File: src/rtl/sram_block_mover_pkg.sv
// Shared definitions for the SRAM block mover: FSM state encodings and transfer modes.
package sram_block_mover_pkg;

  typedef enum logic [2:0] {
    ST_IDLE = 3'd0,
    ST_RD   = 3'd1,
    ST_WAIT = 3'd2,
    ST_WR   = 3'd3,
    ST_FIN  = 3'd4
  } state_t;

  localparam logic MODE_COPY = 1'b0;
  localparam logic MODE_FILL = 1'b1;

endpackage

File: src/rtl/sram_block_mover.sv
// Bus initiator that copies a word block between two single-port SRAMs or fills a destination range.
// Handshake: i_START is accepted only in IDLE without i_ABORT; o_DONE pulses once on normal completion.
module sram_block_mover
  import sram_block_mover_pkg::*;
#(
  parameter int dw = 8,
  parameter int aw = 10
) (
  input  logic          i_MCLK,
  input  logic          i_RST_n,
  input  logic          i_START,
  input  logic          i_ABORT,
  input  logic          i_MODE,
  input  logic [aw-1:0] i_SRC_BASE,
  input  logic [aw-1:0] i_DST_BASE,
  input  logic [aw-1:0] i_LEN,
  input  logic [dw-1:0] i_FILL_DATA,
  output logic          o_BUSY,
  output logic          o_DONE,
  output logic [aw-1:0] o_SRC_ADDR,
  output logic          o_SRC_CS_n,
  output logic          o_SRC_RD_n,
  input  logic [dw-1:0] i_SRC_DOUT,
  output logic [aw-1:0] o_DST_ADDR,
  output logic [dw-1:0] o_DST_DIN,
  output logic          o_DST_CS_n,
  output logic          o_DST_WR_n,
  output logic [2:0]    o_STATE
);

  state_t        state, state_nxt;
  logic [aw-1:0] cnt, cnt_nxt;
  logic          mode, mode_nxt;
  logic [aw-1:0] src_nxt, dst_nxt;
  logic [dw-1:0] din_nxt;
  logic          src_acc_nxt, dst_acc_nxt;
  logic          busy_nxt, done_nxt;

  assign o_STATE = state;

  // Every output is computed from the state being entered, so strobes are registered with it.
  always_comb begin
    state_nxt   = state;
    cnt_nxt     = cnt;
    mode_nxt    = mode;
    src_nxt     = o_SRC_ADDR;
    dst_nxt     = o_DST_ADDR;
    din_nxt     = o_DST_DIN;
    src_acc_nxt = 1'b0;
    dst_acc_nxt = 1'b0;
    busy_nxt    = o_BUSY;
    done_nxt    = 1'b0;

    case (state)
      ST_IDLE: begin
        busy_nxt = 1'b0;
        if (i_START && !i_ABORT) begin
          busy_nxt = 1'b1;
          cnt_nxt  = i_LEN;
          mode_nxt = i_MODE;
          src_nxt  = i_SRC_BASE;
          dst_nxt  = i_DST_BASE;
          if (i_MODE == MODE_FILL) begin
            state_nxt   = ST_WR;
            din_nxt     = i_FILL_DATA;
            dst_acc_nxt = 1'b1;
          end else begin
            state_nxt   = ST_RD;
            src_acc_nxt = 1'b1;
          end
        end
      end
      ST_RD: begin
        state_nxt = ST_WAIT;
      end
      ST_WAIT: begin
        state_nxt   = ST_WR;
        din_nxt     = i_SRC_DOUT;
        dst_acc_nxt = 1'b1;
      end
      ST_WR: begin
        if (cnt == '0) begin
          state_nxt = ST_FIN;
          busy_nxt  = 1'b0;
          done_nxt  = 1'b1;
        end else begin
          cnt_nxt = cnt - aw'(1);
          src_nxt = o_SRC_ADDR + aw'(1);
          dst_nxt = o_DST_ADDR + aw'(1);
          if (mode == MODE_FILL) begin
            state_nxt   = ST_WR;
            dst_acc_nxt = 1'b1;
          end else begin
            state_nxt   = ST_RD;
            src_acc_nxt = 1'b1;
          end
        end
      end
      ST_FIN: begin
        state_nxt = ST_IDLE;
      end
      default: begin
        state_nxt = ST_IDLE;
        busy_nxt  = 1'b0;
      end
    endcase

    // A strobe already visible still completes at this edge; only the next access is suppressed.
    if (i_ABORT && state != ST_IDLE) begin
      state_nxt   = ST_IDLE;
      src_acc_nxt = 1'b0;
      dst_acc_nxt = 1'b0;
      busy_nxt    = 1'b0;
      done_nxt    = 1'b0;
    end
  end

  always_ff @(posedge i_MCLK or negedge i_RST_n) begin
    if (!i_RST_n) begin
      state      <= ST_IDLE;
      cnt        <= '0;
      mode       <= MODE_COPY;
      o_SRC_ADDR <= '0;
      o_DST_ADDR <= '0;
      o_DST_DIN  <= '0;
      o_SRC_CS_n <= 1'b1;
      o_SRC_RD_n <= 1'b1;
      o_DST_CS_n <= 1'b1;
      o_DST_WR_n <= 1'b1;
      o_BUSY     <= 1'b0;
      o_DONE     <= 1'b0;
    end else begin
      state      <= state_nxt;
      cnt        <= cnt_nxt;
      mode       <= mode_nxt;
      o_SRC_ADDR <= src_nxt;
      o_DST_ADDR <= dst_nxt;
      o_DST_DIN  <= din_nxt;
      o_SRC_CS_n <= ~src_acc_nxt;
      o_SRC_RD_n <= ~src_acc_nxt;
      o_DST_CS_n <= ~dst_acc_nxt;
      o_DST_WR_n <= ~dst_acc_nxt;
      o_BUSY     <= busy_nxt;
      o_DONE     <= done_nxt;
    end
  end

endmodule

File: config.mk
export PLATFORM = sky130hd
export DESIGN_NAME = sram_block_mover
export DESIGN_NICKNAME = d
export VERILOG_FILES = /design/src/rtl/sram_block_mover_pkg.sv /design/src/rtl/sram_block_mover.sv
export SDC_FILE = /design/constraint.sdc
export NUM_CORES = 1
export LEC_CHECK = 0
export BUFFER_PORTS_ARGS = -buffer_cell sky130_fd_sc_hd__buf_4
export CAP_MARGIN = 20
export CORE_MARGIN = 2
export CORE_UTILIZATION = 55
export DETAILED_ROUTE_END_ITERATION = 6
export GPL_TIMING_DRIVEN = 0
export PLACE_DENSITY = 0.81
export REMOVE_ABC_BUFFERS = 1
export SYNTH_ARGS = -nofsm -noshare
export SYNTH_HDL_FRONTEND = slang
export SYNTH_SLANG_ARGS = --single-unit
File: constraint.sdc
create_clock -name i_MCLK -period 3.3 [get_ports i_MCLK]
set_input_delay 0.165 -clock i_MCLK [delete_from_list [all_inputs] [get_ports i_MCLK]]
set_output_delay 0.165 -clock i_MCLK [all_outputs]
set_load 0.01 [all_outputs]
* Yosys cells after proc, flatten, opt, wreduce, memory -nomap -nowiden *
Index checks and enable logic that the tools add are counted.

cells by class
  bitwise logic cells = 2
  eq/ne operators = 10
  divide/modulo/power cells = 0
  $add $sub $neg = 3
  multipliers = 0
  $lt $le $gt $ge = 0
  muxes and demuxes = 37
  reduce and logical (&&, ||, !) cells = 13
  shifts and indexed selects = 0

operators by type and width
  kind                                                                   number
  10-bit two-way mux                                                     6
  10-bit case mux with 2 select lines                                    3
  10-bit by 1-bit adder with 10-bit output (second input constant)       2
  1-bit two-way mux                                                      16
  8-bit two-way mux                                                      2
  8-bit case mux with 2 select lines                                     1
  3-bit case mux with 4 select lines                                     1
  10-bit logical NOT                                                     1
  10-bit by 1-bit subtractor with 10-bit output (second input constant)  1
  3-bit two-way mux                                                      3
  3-bit by 2-bit == test with 1-bit output (second input constant)       2
  2-bit != test (second input constant)                                  3
  3-bit != test (second input constant)                                  2
  1-bit case mux with 3 select lines                                     2
  3-bit AND reduction                                                    2
  2-bit two-way mux                                                      2
  2-bit AND reduction                                                    2
  2-bit nonzero test                                                     2
  3-bit by 1-bit == test with 1-bit output (second input constant)       1
  3-bit == test (second input constant)                                  1
  3-bit logical NOT                                                      1
  3-bit nonzero test                                                     1
  3-bit OR reduction                                                     1
  1-bit logical AND                                                      2
  other kinds (4)                                                        5

storage, ports and cells
  memories kept = 0
  output and inout port bits = 37
  RAM bits = 0
  register bits = 46
  memory bits (read-only) = 0
  latch bits = 0

* Depth between registers and ports, before layout *
  depth in word-level cells = 6
  mapped depth = 8

* Worst setup path before layout *
Ideal clock, no wire load.

  path type = flip-flop to flip-flop
  start = reg cnt[0]
  end = reg o_SRC_ADDR[5]
  setup time = 0.121 ns
  setup slack = 1.515 ns
  period minus slack after synthesis = 1.785 ns
  data arrival time = 1.664 ns
  cell stages (with the launch flop) = 9
  cells stage by stage = dfrtp_1 inv_1 ha_1 nor4b_4 a31o_1 buf_6 buf_8 a21oi_1 o22a_1

between the ends
  cells in the longest elaborated chain, start to end = 3

RTL lines
  item                                  line                     RTL
  start, declared                       sram_block_mover.sv:32   logic [aw-1:0] cnt, cnt_nxt;
  start signal, assigned                sram_block_mover.sv:134  cnt <= cnt_nxt;
  10-bit logical NOT                    sram_block_mover.sv:82   if (cnt == '0) begin
  2-bit != test (no source line)        -
  3-bit AND reduction (no source line)  -
  end signal, assigned                  sram_block_mover.sv:136  o_SRC_ADDR <= src_nxt;
  end, declared                         sram_block_mover.sv:20   output logic [aw-1:0] o_SRC_ADDR,

No other way between the ends.
A chain may end at the register's enable or synchronous reset.

* Worst setup path in the final report *
  start = reg state[2] (netlist: o_STATE[2])
  end = reg cnt[1]

between the ends
  cells in the longest elaborated chain, start to end = 3
  elaborated cells on any way between the ends = 7

RTL lines
  item                                                                           line                     RTL
  start, declared                                                                sram_block_mover.sv:31   state_t state, state_nxt;
  start signal, assigned                                                         sram_block_mover.sv:133  state <= state_nxt;
  3-bit by 2-bit == test with 1-bit output or 3-bit logical NOT (tied branches)  sram_block_mover.sv:54   case (state)
  2-bit != test (no source line) or 2-bit nonzero test (tied branches)           -
  3-bit AND reduction (no source line)                                           -

Several ways; a longest one is shown, not always the timed one.

==> results by group <==
GRT
  – First-pass GRT wire length: 12300 µm
  – GRT overflow: 0
  – Total GRT Usage: 0.256
  – Antenna violations before repair: 0
  – Number of global-route vias before repair: 2609
  – Largest net degree at the start of global routing: 47

Critical path
  – R2R Path Start: o_STATE[2]
  – Element type at the critical path end: register
  – Reg2reg setup slack: 0.68 ns
  – CP max-delay cell: a31o_1
  – Worst path required time: 3.49 ns
  – CP Cell Sequence: nand3b_1 -> buf_8 -> buf_16 -> a31o_1 -> nand2_4 -> mux2_4
  – Crit path DAT: 2.80 ns
  – Crit Path Max Fanout: 24
  – Top cell family by delay on the critical path: compound AO/OA/AOI/OAI gates
  – WP buf/inv: 2
  – Type of origin of the critical path: register
  – Slowest cell delay on critical path: 0.67 ns
  – Reg2reg end: cnt[1]
  – R2R depth: 6
  – Crit path kind: register to register

Flow run
  – Max cap viols: 0

Die
  – Die X: 76.4 µm
  – Io pins: 88
  – Die Ht: 76.4 µm
  – Core box area: 0.00507 mm²
  – Die area: 0.00583 mm²
  – Initial Utilization: 0.567
  – Core Rows: 26

CTS
  – CTS Buf Count: 5
  – Clk pin slew, worst setup/hold paths: 0.08 ns
  – Max Buffers Root-to-Sink: 2
  – Number of H-tree levels: 2
  – TritonCTS Sinks: 46
  – Root Buffer: clkbuf_8
  – Worst-Skew Late Latency: 0.30 ns
  – CTS tree: yes

Synthesis
  – Synth area leaders: dfrtp_1 (38%), o21ai_0 (4.3%), a21oi_1 (3.8%)
  – Dominant synthesized flop cell: dfrtp_1
  – Area leader, netlist: dfrtp_1
  – Async set-reset flop share out of synthesis: 1.00
  – Ys Warns: 0
  – Top-area cell type share of the netlist area: 0.382
  – Number of synthesized flops with an enable pin: 0
  – Synthesized flop and latch total: 46
  – Post-Syn Area: 0.00288 mm²
  – Cell variety after synth: 57
  – Commonest cells post-synth: dfrtp_1 (44), nand2_1 (27), o21ai_0 (25)
  – Post-Synthesis Cells: 300
  – Syn_area_per_cell: 9.60 µm²
  – Most common cell in the netlist: dfrtp_1
  – Post-synthesis sequential area ratio: 0.401

Run status
  – Status: complete, no violations

Worst hold path
  – Hold Crit Start: i_ABORT
  – Hold Path Cell Cnt: 2
  – Hold Crit Class: input port to register
  – Hold worst-path end: o_STATE[0]

Pwr
  – Switching share of total power: 0.377
  – Flop pwr share: 0.454
  – Static leakage: 1.58 nW
  – Comb power frac: 0.387
  – Internal power: 1.32 mW
  – Clk pwr share: 0.158
  – NetSw: 0.799 mW
  – Power, Total: 2.12 mW
  – VDD IR max: 0.000323 V
  – PwrDens: 589 mW/mm²

Timing
  – Hold WS: 0.0935 ns
  – Final period util: 0.793
  – Min cycle time layout: 2.62 ns
  – Final worst slack: 0.684 ns
  – Worst-margin pin slew: 0.868 ns
  – Slew Viols, Final: 0
  – Hold Vio Cnt, Final: 0
  – Max Clock Freq: 382 MHz
  – Clock Skew: 0.00629 ns
  – Headroom to the max-slew limit: 0.419
  – Setup violations, final: 0
  – RSZ-0062 raised after global routing: no
  – Setup TNS: 0 ns

Routing
  – # DRC: 0
  – ANT nets after route: 0
  – Initial DRC Count: 210
  – Total Wirelength: 7200 µm
  – Vias/cell: 6.05
  – Drt first pass iters: 4
  – Vias: 2667
  – DR WL/cell: 16.3 µm

Cells and area
  – Ratio of cells with drive above 1 in the final layout: 0.321
  – Post-layout nets: 424
  – Final Util: 0.708
  – Layout area overhead: 24.9%
  – Antenna diodes: 0

Placement
  – Post-placement setup slack: 0.711 ns
  – Gpl congestion: 0.801
  – Dpl hpwl: 5050 µm
  – Port bufs: 87
==> worst reg2reg max path, cell delays in order (launching register included) <==
cell	delay, ns
dfrtp_1	0.60
nand3b_1	0.21
buf_8	0.21
buf_16	0.18
a31o_1	0.67
nand2_4	0.28
mux2_4	0.36
==> sequential cells by signal, summed over array words and instances, names as in the netlist <==
signal,cells
o_STATE,3
mode,1
cnt,10
o_DST_ADDR,10
o_DST_DIN,8
o_DONE,1
o_SRC_ADDR,10
o_BUSY,1
o_DST_WR_n,1
o_SRC_RD_n,1
==> cell type report <==
| class | count | area [µm²] |
|---|---|---|
| tap | 70 | 87.6 |
| clock buffer | 8 | 80.1 |
| sequential | 46 | 1150 |
| multi-input combinational | 216 | 1520 |
| timing repair buffer | 91 | 721 |
| fill | 424 | 1480 |
| inverter | 10 | 37.5 |
==> per-stage QoR <==
stage                     cell area, µm²  instances
after floorplan                     2700        272
after global placement              3440        429
after detailed placement            3500        432
after CTS                           3590        441
after global routing                3590        441
final                               3590        441
==> timing repair <==
item	in CTS	in global routing
hold buffers	1	0
buffers inserted	0	0
endpoints found under the hold margin	44	0
gates resized for setup	0	0
==> placed cells by master, fill, tap and decap left out, types with 9 or more instances in the layout <==
cell     instances
a31oi_1          9
dfrtp_1         44
and3_1           9
a21oi_1         22
nand2_1         27
buf_4           87
nor2_1          12
o22ai_1          9
o21ai_0         25
inv_1           10
==> worst max path at each step <==
stage	start	to	slack [ns]	depth (start not counted)
6_report	o_STATE[2]	cnt[1]	0.68	6
5_1_grt	o_STATE[2]	cnt[1]	0.54	6
4_1_cts	o_STATE[2]	cnt[1]	0.69	6
3_5_place_dp	o_STATE[2]	cnt[1]	0.71	6
3_3_place_gp	o_STATE[2]	cnt[0]	-0.21	4
2_1_floorplan	o_STATE[2]	cnt[1]	0.55	4
==> power by group through the flow <==
| stage | logic, mW | clock network (mW) | registers [mW] |
|---|---|---|---|
| 2_1_floorplan | 0.406 | 0 | 0.984 |
| 3_3_place_gp | 0.797 | 0 | 0.956 |
| 3_5_place_dp | 0.827 | 0 | 0.966 |
| 4_1_cts | 0.829 | 0.342 | 0.957 |
| 5_1_grt | 0.899 | 0.363 | 0.996 |
| 6_report | 0.821 | 0.336 | 0.962 |
==> cell families after synthesis <==
family / share of synthesized area
multiplexers: 0.0330
AND/OR/NAND/NOR: 0.180
adder cells (fa/ha/maj): 0.0130
buffers and inverters: 0.0747
AO/OA/AOI/OAI: 0.298
flip-flops: 0.401
==> layer usage <==
layer | part of all wire | vias to the layer above | track usage
li1 | - | 1275 | -
met1 | 0.42 | 1295 | 0.337
met2 | 0.51 | 88 | 0.434
met3 | 0.052 | 9 | 0.0438
met4 | 0.012 | 0 | 0.0800
met5 | 0 | - | 0
(Power assumes the default switching activity.)
